$ cat config.mk
export PLATFORM = sky130hd
export DESIGN_NAME = instr_loader
export DESIGN_NICKNAME = d
export VERILOG_FILES = /design/src/rtl/instr_loader.sv
export SDC_FILE = /design/constraint.sdc
export NUM_CORES = 1
export LEC_CHECK = 0
export CAP_MARGIN = 5
export CORE_ASPECT_RATIO = 0.6
export CORE_MARGIN = 4
export CORE_UTILIZATION = 49
export CTS_BUF_LIST = sky130_fd_sc_hd__clkbuf_16
export CTS_CLUSTER_SIZE = 10
export DETAILED_ROUTE_END_ITERATION = 10
export PLACE_DENSITY = 0.7
export SKIP_CTS_REPAIR_TIMING = 1
export SLEW_MARGIN = 20
export SYNTH_ARGS = -nofsm -noshare
export SYNTH_HDL_FRONTEND = slang
export SYNTH_SLANG_ARGS = --single-unit
$ cat constraint.sdc
create_clock -name clk -period 4.4 [get_ports clk]
set_clock_uncertainty 0.1 [all_clocks]
set_input_delay 0.88 -clock clk [delete_from_list [all_inputs] [get_ports clk]]
set_output_delay 0.88 -clock clk [all_outputs]
set_load 0.1 [all_outputs]
$ cat src/rtl/instr_loader.sv
// Program-load path: assembles big-endian 32-bit words from a byte stream and
// writes them to consecutive instruction-memory addresses until HALT_WORD.
module instr_loader #(
  parameter int unsigned ADDR_W    = 10,
  parameter logic [31:0] HALT_WORD = 32'hFFFF_FFFF
) (
  input  logic              clk,
  input  logic              reset_n,
  input  logic              start,
  input  logic [7:0]        rx_data,
  input  logic              rx_valid,
  output logic              rx_ready,
  output logic              imem_we,
  output logic [ADDR_W-1:0] imem_addr,
  output logic [31:0]       imem_wdata,
  output logic              busy,
  output logic              done,
  output logic [ADDR_W:0]   word_count,
  output logic              bad_op,
  output logic              overflow
);

  localparam int unsigned CNT_W = ADDR_W + 1;
  localparam logic [CNT_W-1:0] FULL_COUNT = CNT_W'(1) << ADDR_W;

  typedef enum logic [1:0] {IDLE, COLLECT, WRITE, DONE} state_t;

  state_t            state, state_d;
  logic [1:0]        idx, idx_d;
  logic [31:0]       shreg, shreg_d;
  logic [ADDR_W-1:0] addr, addr_d;
  logic [31:0]       word_c;

  logic              rx_ready_d, imem_we_d, busy_d, done_d, bad_op_d, overflow_d;
  logic [ADDR_W-1:0] imem_addr_d;
  logic [31:0]       imem_wdata_d;
  logic [CNT_W-1:0]  word_count_d;

  // Opcodes the decoder implements; anything else is flagged but still written.
  function automatic logic op_supported(input logic [5:0] op);
    case (op)
      6'b000000, 6'b001000, 6'b010001, 6'b001100, 6'b000100,
      6'b000101, 6'b100000, 6'b100100, 6'b100001, 6'b100101,
      6'b001111, 6'b100011, 6'b100111, 6'b001101, 6'b101000,
      6'b101001, 6'b001010, 6'b001011, 6'b101011, 6'b001110: return 1'b1;
      default: return 1'b0;
    endcase
  endfunction

  assign word_c = {shreg[23:0], rx_data};

  always_ff @(posedge clk) begin
    if (!reset_n) begin
      state      <= IDLE;
      idx        <= 2'd0;
      shreg      <= 32'd0;
      addr       <= '0;
      rx_ready   <= 1'b0;
      imem_we    <= 1'b0;
      imem_addr  <= '0;
      imem_wdata <= 32'd0;
      busy       <= 1'b0;
      done       <= 1'b0;
      word_count <= '0;
      bad_op     <= 1'b0;
      overflow   <= 1'b0;
    end else begin
      state      <= state_d;
      idx        <= idx_d;
      shreg      <= shreg_d;
      addr       <= addr_d;
      rx_ready   <= rx_ready_d;
      imem_we    <= imem_we_d;
      imem_addr  <= imem_addr_d;
      imem_wdata <= imem_wdata_d;
      busy       <= busy_d;
      done       <= done_d;
      word_count <= word_count_d;
      bad_op     <= bad_op_d;
      overflow   <= overflow_d;
    end
  end

  always_comb begin
    state_d      = state;
    idx_d        = idx;
    shreg_d      = shreg;
    addr_d       = addr;
    imem_we_d    = 1'b0;
    imem_addr_d  = imem_addr;
    imem_wdata_d = imem_wdata;
    word_count_d = word_count;
    bad_op_d     = bad_op;
    overflow_d   = overflow;

    case (state)
      IDLE, DONE: begin
        if (start) begin
          state_d      = COLLECT;
          idx_d        = 2'd0;
          addr_d       = '0;
          word_count_d = '0;
          bad_op_d     = 1'b0;
          overflow_d   = 1'b0;
        end
      end
      COLLECT: begin
        if (rx_valid) begin
          shreg_d = word_c;
          idx_d   = idx + 2'd1;
          if (idx == 2'd3) begin
            if (word_c == HALT_WORD) begin
              state_d = DONE;
            end else begin
              state_d      = WRITE;
              imem_we_d    = 1'b1;
              imem_addr_d  = addr;
              imem_wdata_d = word_c;
            end
          end
        end
      end
      WRITE: begin
        if (!op_supported(imem_wdata[31:26])) bad_op_d = 1'b1;
        word_count_d = word_count + CNT_W'(1);
        // Address saturates at the last word; the session ends instead of wrapping.
        if (word_count_d == FULL_COUNT) begin
          overflow_d = 1'b1;
          state_d    = DONE;
        end else begin
          addr_d  = addr + ADDR_W'(1);
          state_d = COLLECT;
        end
      end
      default: state_d = IDLE;
    endcase

    rx_ready_d = (state_d == COLLECT);
    busy_d     = (state_d == COLLECT) || (state_d == WRITE);
    done_d     = (state_d == DONE);
  end

endmodule

==> results of run 1 <==
-- layout make-up --
cell class / count / area, um2
Clock inverter: 7 / 109
Fill cell: 715 / 3140
Sequential cell: 98 / 1960
Tap cell: 112 / 140
Multi-Input combinational cell: 370 / 2210
Timing Repair Buffer: 74 / 731
Clock buffer: 9 / 225
Inverter: 12 / 45.0
-- cell usage after synthesis (6+ instances only) --
master / instances
nor3_1: 6
mux2_2: 6
a22oi_1: 7
inv_1: 11
nor2_1: 70
nand3_1: 10
clkbuf_1: 23
o21ai_0: 14
ha_1: 8
a21oi_1: 38
buf_2: 6
nand4_1: 13
nor4_1: 7
and2_1: 6
mux2i_1: 50
nand2_1: 85
dfxtp_1: 98
-- kinds of logic after synthesis --
| logic type | after synthesis |
|---|---|
| adders and majority gates | 8 |
| DFF | 98 |
| xor gates and xnor gates | 3 |
| and+or+nand+nor | 221 |
| AOI/OAI and AO/OA | 82 |
| buffers and inverters | 44 |
| muxes | 56 |
-- layer usage --
metal	GRT usage, %	vias to the layer above	share of wire [%]
met5	0	-	0
met4	5.91	0	0.81
met3	5.85	9	7.9
met2	28.4	144	40
met1	31.1	1740	52
li1	-	1878	-
-- flip-flops by register name, indices dropped and copies added (netlist names), named ones only --
signal and count:
imem_wdata 32, shreg 24, word_count 11, addr 10, imem_addr 10, idx 2, state 2, bad_op 1
busy 1, done 1, imem_we 1, overflow 1, rx_ready 1
-- power by group through the flow --
stage | clock network [mW] | logic, mW | registers, mW
after floorplan | 0 | 0.239 | 1.07
after CTS | 0.897 | 0.441 | 0.960
after global placement | 0 | 0.426 | 0.981
after global routing | 0.931 | 0.483 | 0.966
final | 0.883 | 0.444 | 0.962
after detailed placement | 0 | 0.438 | 0.980
-- worst reg2reg max path, stage by stage, from the launching register on --
cell and delay, ns:
dfxtp_1 0.49, ha_1 0.31, nand3_1 0.24, or4_1 0.59
o311a_1 0.22, nor4b_4 0.46, o31a_2 0.24, inv_1 0.05
ha_1 0.26, nor2_1 0.04
-- worst max-delay path by stage --
stage / from / endpoint / slack, ns / cells past startpoint
2_1_floorplan: word_count[3] / busy / 0.93 / 9
3_3_place_gp: rx_data[6] / imem_wdata[4] / 0.95 / 8
3_5_place_dp: rx_valid / imem_wdata[15] / 0.89 / 7
4_1_cts: rx_valid / imem_wdata[15] / 1.26 / 7
5_1_grt: rx_valid / imem_wdata[15] / 1.05 / 7
6_report: rx_data[2] / imem_wdata[15] / 1.24 / 8
-- stage by stage --
step | setup WS (ns) | instance area [um2]
2_1_floorplan | 0.928 | 4340
5_1_grt | 1.05 | 5420
6_report | 1.24 | 5420
3_5_place_dp | 0.893 | 5080
3_3_place_gp | 0.953 | 5080
4_1_cts | 1.26 | 5420
==> results.py, run 1 <==
metrics = {
    "status": {
        "status": "finished, final reports clean",
    },
    "floorplanning": {
        "start_util_pct": 50.7,
        "top_level_ports": 71,
        "core_area_um2": 8560,
        "die_w_um": 129,
        "die_h_um": 80.9,
        "dieArea_um2": 10500,
        "num_rows": 26,
    },
    "finish": {
        "drive_gt1_share_pct": 5.44,
        "final-instance-count-excl-fill": 682,
        "antenna-diode-count": 0,
        "fin_nets": 585,
        "syn2layout_area_growth_pct": 25.0,
        "final_util_pct": 63.4,
        "layout.cells.most_common_list": "dfxtp_1, nand2_1, nor2_1, clkdlybuf4s50_1, mux2i_1",
        "final_common_cell": "dfxtp_1",
    },
    "cts": {
        "clock_sinks": 98,
        "cts_root_buf": "clkbuf_16",
        "cts_buffers": 9,
        "htree_levels": 3,
        "cts_tree": "done",
        "clk-insertion-delay-late_ns": 0.34,
        "cts_buffer_depth": 2,
        "clkTransAtPathRegs_ns": 0.06,
    },
    "sta": {
        "rsz0062_at_grt": "no",
        "holdWs_ns": 0.383,
        "finalHoldViolCount": 0,
        "setup_viol": 0,
        "report.final.slew_viol_count": 0,
        "tns_ns": 0,
        "fin_crit_sh_pct": 71.9,
        "min_period_ns": 3.16,
        "slew_headroom_pct": 32.9,
        "fmax_ghz": 0.316,
        "worst_pin_slew_ns": 1.00,
    },
    "drt": {
        "drt_wl_total_mm": 10.6,
        "drtIter0Drc": 343,
        "vias": 3771,
        "ant_nets": 0,
        "drt_pass1_iterations": 5,
        "drt-wirelength-per-cell_um": 15.6,
        "vias_per_cell": 5.53,
        "drcViolationCount": 0,
    },
    "power": {
        "leakage_nw": 1.80,
        "sequentialPowerShare_pct": 42.0,
        "comb_power_share_pct": 19.4,
        "switching_share_pct": 30.2,
        "p_int_mw": 1.60,
        "powerDensity_nw_per_um2": 422,
        "p_sw_mw": 0.692,
        "power_mw": 2.29,
        "ir_drop_mv": 0.235,
        "p_clk_share_pct": 38.6,
    },
    "worst_setup_path": {
        "path_class": "in2reg",
        "r2r_end": "busy",
        "cpPeakStageDelay_ns": 0.63,
        "path_buf_inv": 3,
        "startpoint_type": "input port",
        "required_ns": 4.50,
        "path_cells": "clkdlybuf4s50_1 > nand4_1 > nor4_1 > buf_4 > a21oi_4 > buf_4 > mux2i_1 > nor2_1",
        "cp.arrival_ns": 3.26,
        "slowest_stage": "a21oi_4",
        "rr_startpoint": "word_count[0]",
        "r2r_slack_ns": 1.27,
        "crit_path_end_kind": "flop",
        "crit_top_cell": "buf_4",
        "path_delay_family": "buffers and inverters",
        "crit_path_max_fanout": 28,
        "reg2reg_depth": 9,
    },
    "synthesis": {
        "synthXorXnorAreaFrac_pct": 0.606,
        "syn_inst": 512,
        "synthMuxAreaShare_pct": 13.1,
        "synth_edf_count": 0,
        "synth.distinct_cells": 44,
        "synth_compound_area_share_pct": 11.4,
        "synthTopCellsByArea": "dfxtp_1, mux2i_1, nand2_1",
        "async_flop_share_pct": 0,
        "synthSimpleGateAreaFrac_pct": 23.2,
        "ys.warnings.count": 0,
        "synth_top_area_share_pct": 45.3,
        "synth_ff_type": "dfxtp_1",
        "synth_top_area_cell": "dfxtp_1",
        "synthAdderAreaFrac_pct": 2.31,
        "synth_fp_nets": 532,
        "ys_seq_elements": 98,
        "syn_area_per_cell_um2": 8.47,
        "synth_area_um2": 4340,
        "synth_top_family_by_area": "simple AND/OR/NAND/NOR gates",
        "synth_seq_area_share_pct": 45.3,
    },
    "placement": {
        "dp.cells": 666,
        "hpwl_mm": 7.25,
        "gp_congestion": 0.843,
        "portBuffers": 70,
    },
    "grt": {
        "grt_max_degree": 58,
        "overflow": 0,
        "antenna_found_initial": 0,
        "grt_pass1_wl_mm": 17.0,
        "track_usage_pct": 20.6,
        "grt_pass1_vias": 3325,
    },
    "worst_hold_path": {
        "min_path_cells": 2,
        "hold_path.class": "reg2reg",
        "hold_end": "shreg[17]",
        "hp-start": "shreg[17]",
    },
    "flow_run": {
        "cap_violations": 0,
    },
}
No activity file was read; power rests on OpenSTA's default activity.
==> run 2, diff against run 1 <==
==> constraint.sdc (replaced) <==
create_clock -name clk -period 3.25 [get_ports clk]
set_clock_uncertainty 0.1 [all_clocks]
set_input_delay 0.65 -clock clk [delete_from_list [all_inputs] [get_ports clk]]
set_output_delay 0.65 -clock clk [all_outputs]
set_load 0.1 [all_outputs]
==> run 2 against run 1 <==
Non-clock buffer count grew 8; largest power group unchanged; clock power increased by 25%; sequential power is 35% higher; highest routed layer unchanged.
==> results.py, run 2 (synthesis results as in run 1) <==
metrics = {
    "status": {
        "status": "finished, final reports clean",
    },
    "floorplanning": {
        "dieArea_um2": 10500,
        "top_level_ports": 71,
        "die_h_um": 80.9,
        "start_util_pct": 50.7,
        "num_rows": 26,
        "core_area_um2": 8560,
        "die_w_um": 129,
    },
    "finish": {
        "final_common_cell": "dfxtp_1",
        "largest_reg_flops": 32,
        "drive_gt1_share_pct": 18.0,
        "fin_nets": 593,
        "layout.cells.most_common_list": "dfxtp_1, nand2_1, buf_4, nor2_1, mux2i_1",
        "top_register": "imem_wdata",
        "antenna-diode-count": 0,
        "top_regs": "imem_wdata: 32 flops, shreg: 24 flops, word_count: 11 flops",
        "syn2layout_area_growth_pct": 22.6,
    },
    "sta": {
        "worst_pin_slew_ns": 0.794,
        "fmax_ghz": 0.358,
        "setup_viol": 0,
        "finalHoldViolCount": 0,
        "tns_ns": 0,
        "report.final.slew_viol_count": 0,
        "slew_headroom_pct": 47.0,
        "min_period_ns": 2.79,
        "rsz0062_at_grt": "no",
        "fin_crit_sh_pct": 85.9,
        "postLayoutSetupSlackWorst_ns": 0.457,
    },
    "cts": {
        "cts_buffers": 9,
        "cts_tree": "done",
        "cts_root_buf": "clkbuf_16",
        "clk-insertion-delay-late_ns": 0.34,
        "clkTransAtPathRegs_ns": 0.06,
        "htree_levels": 3,
        "clock_sinks": 98,
        "cts_buffer_depth": 2,
    },
    "drt": {
        "met2_wirelength_mm": 4.16,
        "ant_nets": 0,
        "drcViolationCount": 0,
        "drt-met1-wl_mm": 5.33,
        "routed-wl-met3_um": 808,
        "drt_wl_total_mm": 10.4,
        "vias_per_cell": 5.50,
        "drt_pass1_iterations": 5,
        "vias": 3794,
        "drt-wirelength-per-cell_um": 15.0,
        "maxUsedRoutingLayer": "met4",
        "drtIter0Drc": 287,
    },
    "flow_run": {
        "cap_violations": 0,
    },
    "worst_setup_path": {
        "startpoint_type": "flop",
        "path_cells": "ha_1 > and3_1 > or3_1 > a221o_1 > nor4b_4 > o31a_2 > inv_1 > ha_1 > nor2_1",
        "path_class": "reg2reg",
        "r2r_slack_ns": 0.46,
        "crit_top_cell": "ha_1",
        "r2r_end": "busy",
        "crit_path_max_fanout": 9,
        "rr_startpoint": "word_count[0]",
        "reg2reg_depth": 9,
        "crit_path_end_kind": "flop",
        "cpPeakStageDelay_ns": 0.47,
        "required_ns": 3.35,
        "slowest_stage": "a221o_1",
        "cp.arrival_ns": 2.90,
    },
    "grt": {
        "track_usage_pct": 20.2,
        "grt_pass1_wl_mm": 17.2,
        "grt_pass1_vias": 3389,
        "grt_max_degree": 54,
        "antenna_found_initial": 0,
        "overflow": 0,
    },
    "power": {
        "p_int_mw": 2.10,
        "p_sw_mw": 0.929,
        "ir_drop_mv": 0.421,
        "sequentialPowerShare_pct": 43.1,
        "leakage_nw": 1.95,
        "comb_power_share_pct": 20.4,
        "powerDensity_nw_per_um2": 569,
        "switching_share_pct": 30.7,
        "p_clk_share_pct": 36.5,
    },
    "placement": {
        "dp_slack_ns": 0.369,
        "gp_congestion": 0.857,
        "portBuffers": 70,
        "hpwl_mm": 7.31,
    },
    "worst_hold_path": {
        "hp-start": "addr[9]",
        "hold_path.class": "reg2reg",
        "min_path_cells": 2,
        "hold_end": "addr[9]",
    },
}
-- run 2: changes by cell type in the layout (fill, tap and decap cells not counted), moves of 8 or more --
cell and change:
clkdlybuf4s50_1 -59, buf_4 +67, dfxtp_1 -8, dfxtp_2 +8
-- run 2: how the worst max path moves through the flow --
stage	startpoint	endpoint	cells after the start
2_1_floorplan	word_count[7]	busy	8
3_3_place_gp	rx_data[6]	busy	9
3_5_place_dp	rx_valid	flop	8
4_1_cts	word_count[0]	busy	9
5_1_grt	word_count[0]	busy	9
6_report	word_count[0]	busy	9
-- run 2: worst max-delay path, delay by kind of cell (launching register included) --
family          cells  cell delay (ns)
simple gates        4             0.91
compound gates      2             0.68
fa+ha+maj           2             0.54
flops               1             0.37
buf+inv             1             0.05
-- run 2: area by class of cell --
cell class,instances,area [um2]
Fill cell,762,3240
Clock inverter,7,85.1
Clock buffer,9,225
Multi-Input combinational cell,370,2200
Inverter,12,45.0
Timing Repair Buffer,82,643
Tap cell,112,140
Sequential cell,98,1970
-- run 2: per-layer routing --
metal	vias up	global-route usage, %
met5	-	0
met4	0	4.46
met3	10	4.60
met2	111	27.9
met1	1781	31.7
li1	1892	-
-- run 2: metrics by stage --
stage	instances	total power, mW	hold WS (ns)	utilization [%]	cell area [um2]
3_5_place_dp	674	1.94	0.384	58.5	5000
6_report	690	3.02	0.385	62.1	5320
2_1_floorplan	512	1.77	0.342	-	4350
3_3_place_gp	674	1.93	0.356	58.5	5000
5_1_grt	690	3.16	0.415	62.1	5320
4_1_cts	690	3.05	0.392	62.1	5320
-- run 2: power groups by stage --
| stage | Clock, mW | Sequential [mW] | Combinational, mW |
|---|---|---|---|
| 5_1_grt | 1.17 | 1.31 | 0.675 |
| 6_report | 1.10 | 1.30 | 0.617 |
| 4_1_cts | 1.13 | 1.30 | 0.619 |
| 3_5_place_dp | 0 | 1.33 | 0.615 |
| 2_1_floorplan | 0 | 1.44 | 0.324 |
| 3_3_place_gp | 0 | 1.33 | 0.603 |
==> run 3, diff against run 2 <==
--- a/config.mk
+++ b/config.mk
@@ -8,13 +8,14 @@
 export CAP_MARGIN = 5
 export CORE_ASPECT_RATIO = 0.6
 export CORE_MARGIN = 4
-export CORE_UTILIZATION = 49
+export CORE_UTILIZATION = 25
 export CTS_BUF_LIST = sky130_fd_sc_hd__clkbuf_16
 export CTS_CLUSTER_SIZE = 10
 export DETAILED_ROUTE_END_ITERATION = 10
-export PLACE_DENSITY = 0.7
+export PLACE_DENSITY = 0.4
 export SKIP_CTS_REPAIR_TIMING = 1
 export SLEW_MARGIN = 20
 export SYNTH_ARGS = -nofsm -noshare
 export SYNTH_HDL_FRONTEND = slang
 export SYNTH_SLANG_ARGS = --single-unit
+export TNS_END_PERCENT = 1
==> run 3 against run 2 <==
Final cell count is 17% higher; critical path depth stayed put; sequential share of layout area is 1.1 points lower; first-iteration DRC count is 21% lower; clock power hardly changed; worst hold slack worse by 0.011 ns; combinational power is 6.8% higher; sequential power hardly changed; clock-buffer cell count stayed put; global-route usage is 7.4 points lower; critical path type unchanged.
==> results.py, run 3 (synthesis results as in run 1) <==
metrics = {
    "finish": {
        "final_util_pct": 32.9,
        "final_common_cell": "dfxtp_1",
        "fin_nets": 594,
        "layout.cells.most_common_list": "dfxtp_1, nand2_1, nor2_1, buf_4, mux2i_1",
        "antenna-diode-count": 0,
        "syn2layout_area_growth_pct": 26.3,
        "final-instance-count-excl-fill": 807,
        "top_regs": "imem_wdata: 32 flops, shreg: 24 flops, word_count: 11 flops",
        "largest_reg_flops": 32,
        "top_register": "imem_wdata",
        "drive_gt1_share_pct": 18.3,
    },
    "cts": {
        "cts_buffer_depth": 2,
        "cts_root_buf": "clkbuf_16",
        "cts_tree": "done",
        "clk-insertion-delay-late_ns": 0.34,
        "cts_buffers": 9,
        "clock_sinks": 98,
        "htree_levels": 3,
        "clkTransAtPathRegs_ns": 0.07,
    },
    "drt": {
        "drt_pass1_iterations": 4,
        "vias_per_cell": 4.64,
        "drtIter0Drc": 226,
        "vias": 3743,
        "drt_wl_total_mm": 12.4,
        "drt-wirelength-per-cell_um": 15.3,
        "ant_nets": 0,
        "drcViolationCount": 0,
    },
    "placement": {
        "portBuffers": 70,
        "gp_congestion": 0.772,
        "dp.cells": 791,
        "hpwl_mm": 8.84,
    },
    "grt": {
        "overflow": 0,
        "grt_pass1_wl_mm": 19.8,
        "antenna_found_initial": 0,
        "grt_max_degree": 68,
        "track_usage_pct": 12.9,
        "grt_pass1_vias": 3481,
    },
    "sta": {
        "worst_pin_slew_ns": 0.916,
        "tns_ns": 0,
        "slew_headroom_pct": 37.3,
        "fin_crit_sh_pct": 85.1,
        "rsz0062_at_grt": "no",
        "setup_viol": 0,
        "fmax_ghz": 0.361,
        "report.final.slew_viol_count": 0,
        "finalHoldViolCount": 0,
        "min_period_ns": 2.77,
    },
    "floorplanning": {
        "start_util_pct": 26.1,
        "core_area_um2": 16600,
        "num_rows": 36,
        "die_w_um": 178,
        "die_h_um": 110,
        "dieArea_um2": 19600,
        "top_level_ports": 71,
    },
    "worst_setup_path": {
        "required_ns": 3.37,
        "r2r_end": "busy",
        "path_cells": "ha_1 > nand3_1 > or4_1 > o311a_1 > nor4b_4 > o31a_2 > inv_1 > ha_1 > nor2_1",
        "startpoint": "word_count[1]",
        "r2r_slack_ns": 0.48,
        "path_delay_family": "simple AND/OR/NAND/NOR gates",
        "cpPeakStageDelay_ns": 0.57,
        "path_class": "reg2reg",
        "crit_path_end_kind": "flop",
        "reg2reg_depth": 9,
        "rr_startpoint": "word_count[1]",
        "startpoint_type": "flop",
        "slowest_stage": "or4_1",
        "cp.arrival_ns": 2.89,
        "cp_num_cells": 9,
        "crit_path_max_fanout": 8,
        "crit_end": "busy",
        "crit_top_cell": "ha_1",
        "path_buf_inv": 1,
    },
    "worst_hold_path": {
        "hp-start": "addr[9]",
        "hold_path.class": "reg2reg",
    },
    "flow_run": {
        "cap_violations": 0,
    },
    "status": {
        "status": "finished, final reports clean",
    },
    "power": {
        "ir_drop_mv": 0.284,
        "powerDensity_nw_per_um2": 555,
        "leakage_nw": 1.95,
    },
}
-- run 3: cell types whose count changed in the layout (fill, tap and decap cells not counted) --
cell | previous run | this run
buf_12 | 0 | 2
buf_4 | 71 | 70
bufinv_16 | 2 | 1
clkinvlp_4 | 1 | 2
inv_1 | 12 | 11
inv_6 | 0 | 1
-- run 3: worst min-delay path by stage --
stage	cells after the start	slack (ns)	endpoint
final	2	0.37	addr[9]
after global routing	2	0.40	addr[9]
after CTS	2	0.38	addr[9]
after detailed placement	2	0.36	addr[9]
after global placement	2	0.36	addr[9]
after floorplan	2	0.34	addr[9]
-- run 3: worst register-to-register path, delay by kind of cell, from the launching register on --
kind	cells	cell delay [ns]
and+or+nand+nor	4	1.13
adders and majority gates	2	0.54
AOI/OAI and AO/OA	2	0.43
DFF	1	0.42
buffers and inverters	1	0.05
-- run 3: power by group --
part	leakage, nW	switching, mW	internal (mW)
Combinational	1.01	0.456	0.203
Sequential	0.795	0.0525	1.25
Clock	0.139	0.479	0.595
Total	1.95	0.988	2.05
-- run 3: per-layer routing --
metal | share of wire (%) | vias up | track usage [%]
met5 | 0 | - | 0
met4 | 0.70 | 0 | 2.65
met3 | 7.7 | 8 | 3.75
met2 | 36 | 95 | 16.4
met1 | 55 | 1737 | 20.6
li1 | - | 1903 | -
-- run 3: through the flow --
| stage | hold WS, ns | instance area, um2 | setup slack (ns) | power, mW |
|---|---|---|---|---|
| floorplan | 0.342 | 4350 | 0.0326 | 1.77 |
| global placement | 0.363 | 5180 | 0.363 | 2.00 |
| detailed placement | 0.364 | 5180 | 0.378 | 2.00 |
| CTS | 0.381 | 5480 | 0.477 | 3.08 |
| global route | 0.398 | 5480 | 0.309 | 3.19 |
| finish | 0.374 | 5480 | 0.484 | 3.04 |
-- run 3: area by class of cell --
type                    count  area (um2)
clock buffers               9         225
multi-input cells         370        2200
inverters                  12        45.0
fillers                  1737       11100
repair buffers             83         676
well taps                 228         285
flip-flops and latches     98        1970
clock inverters             7        67.6
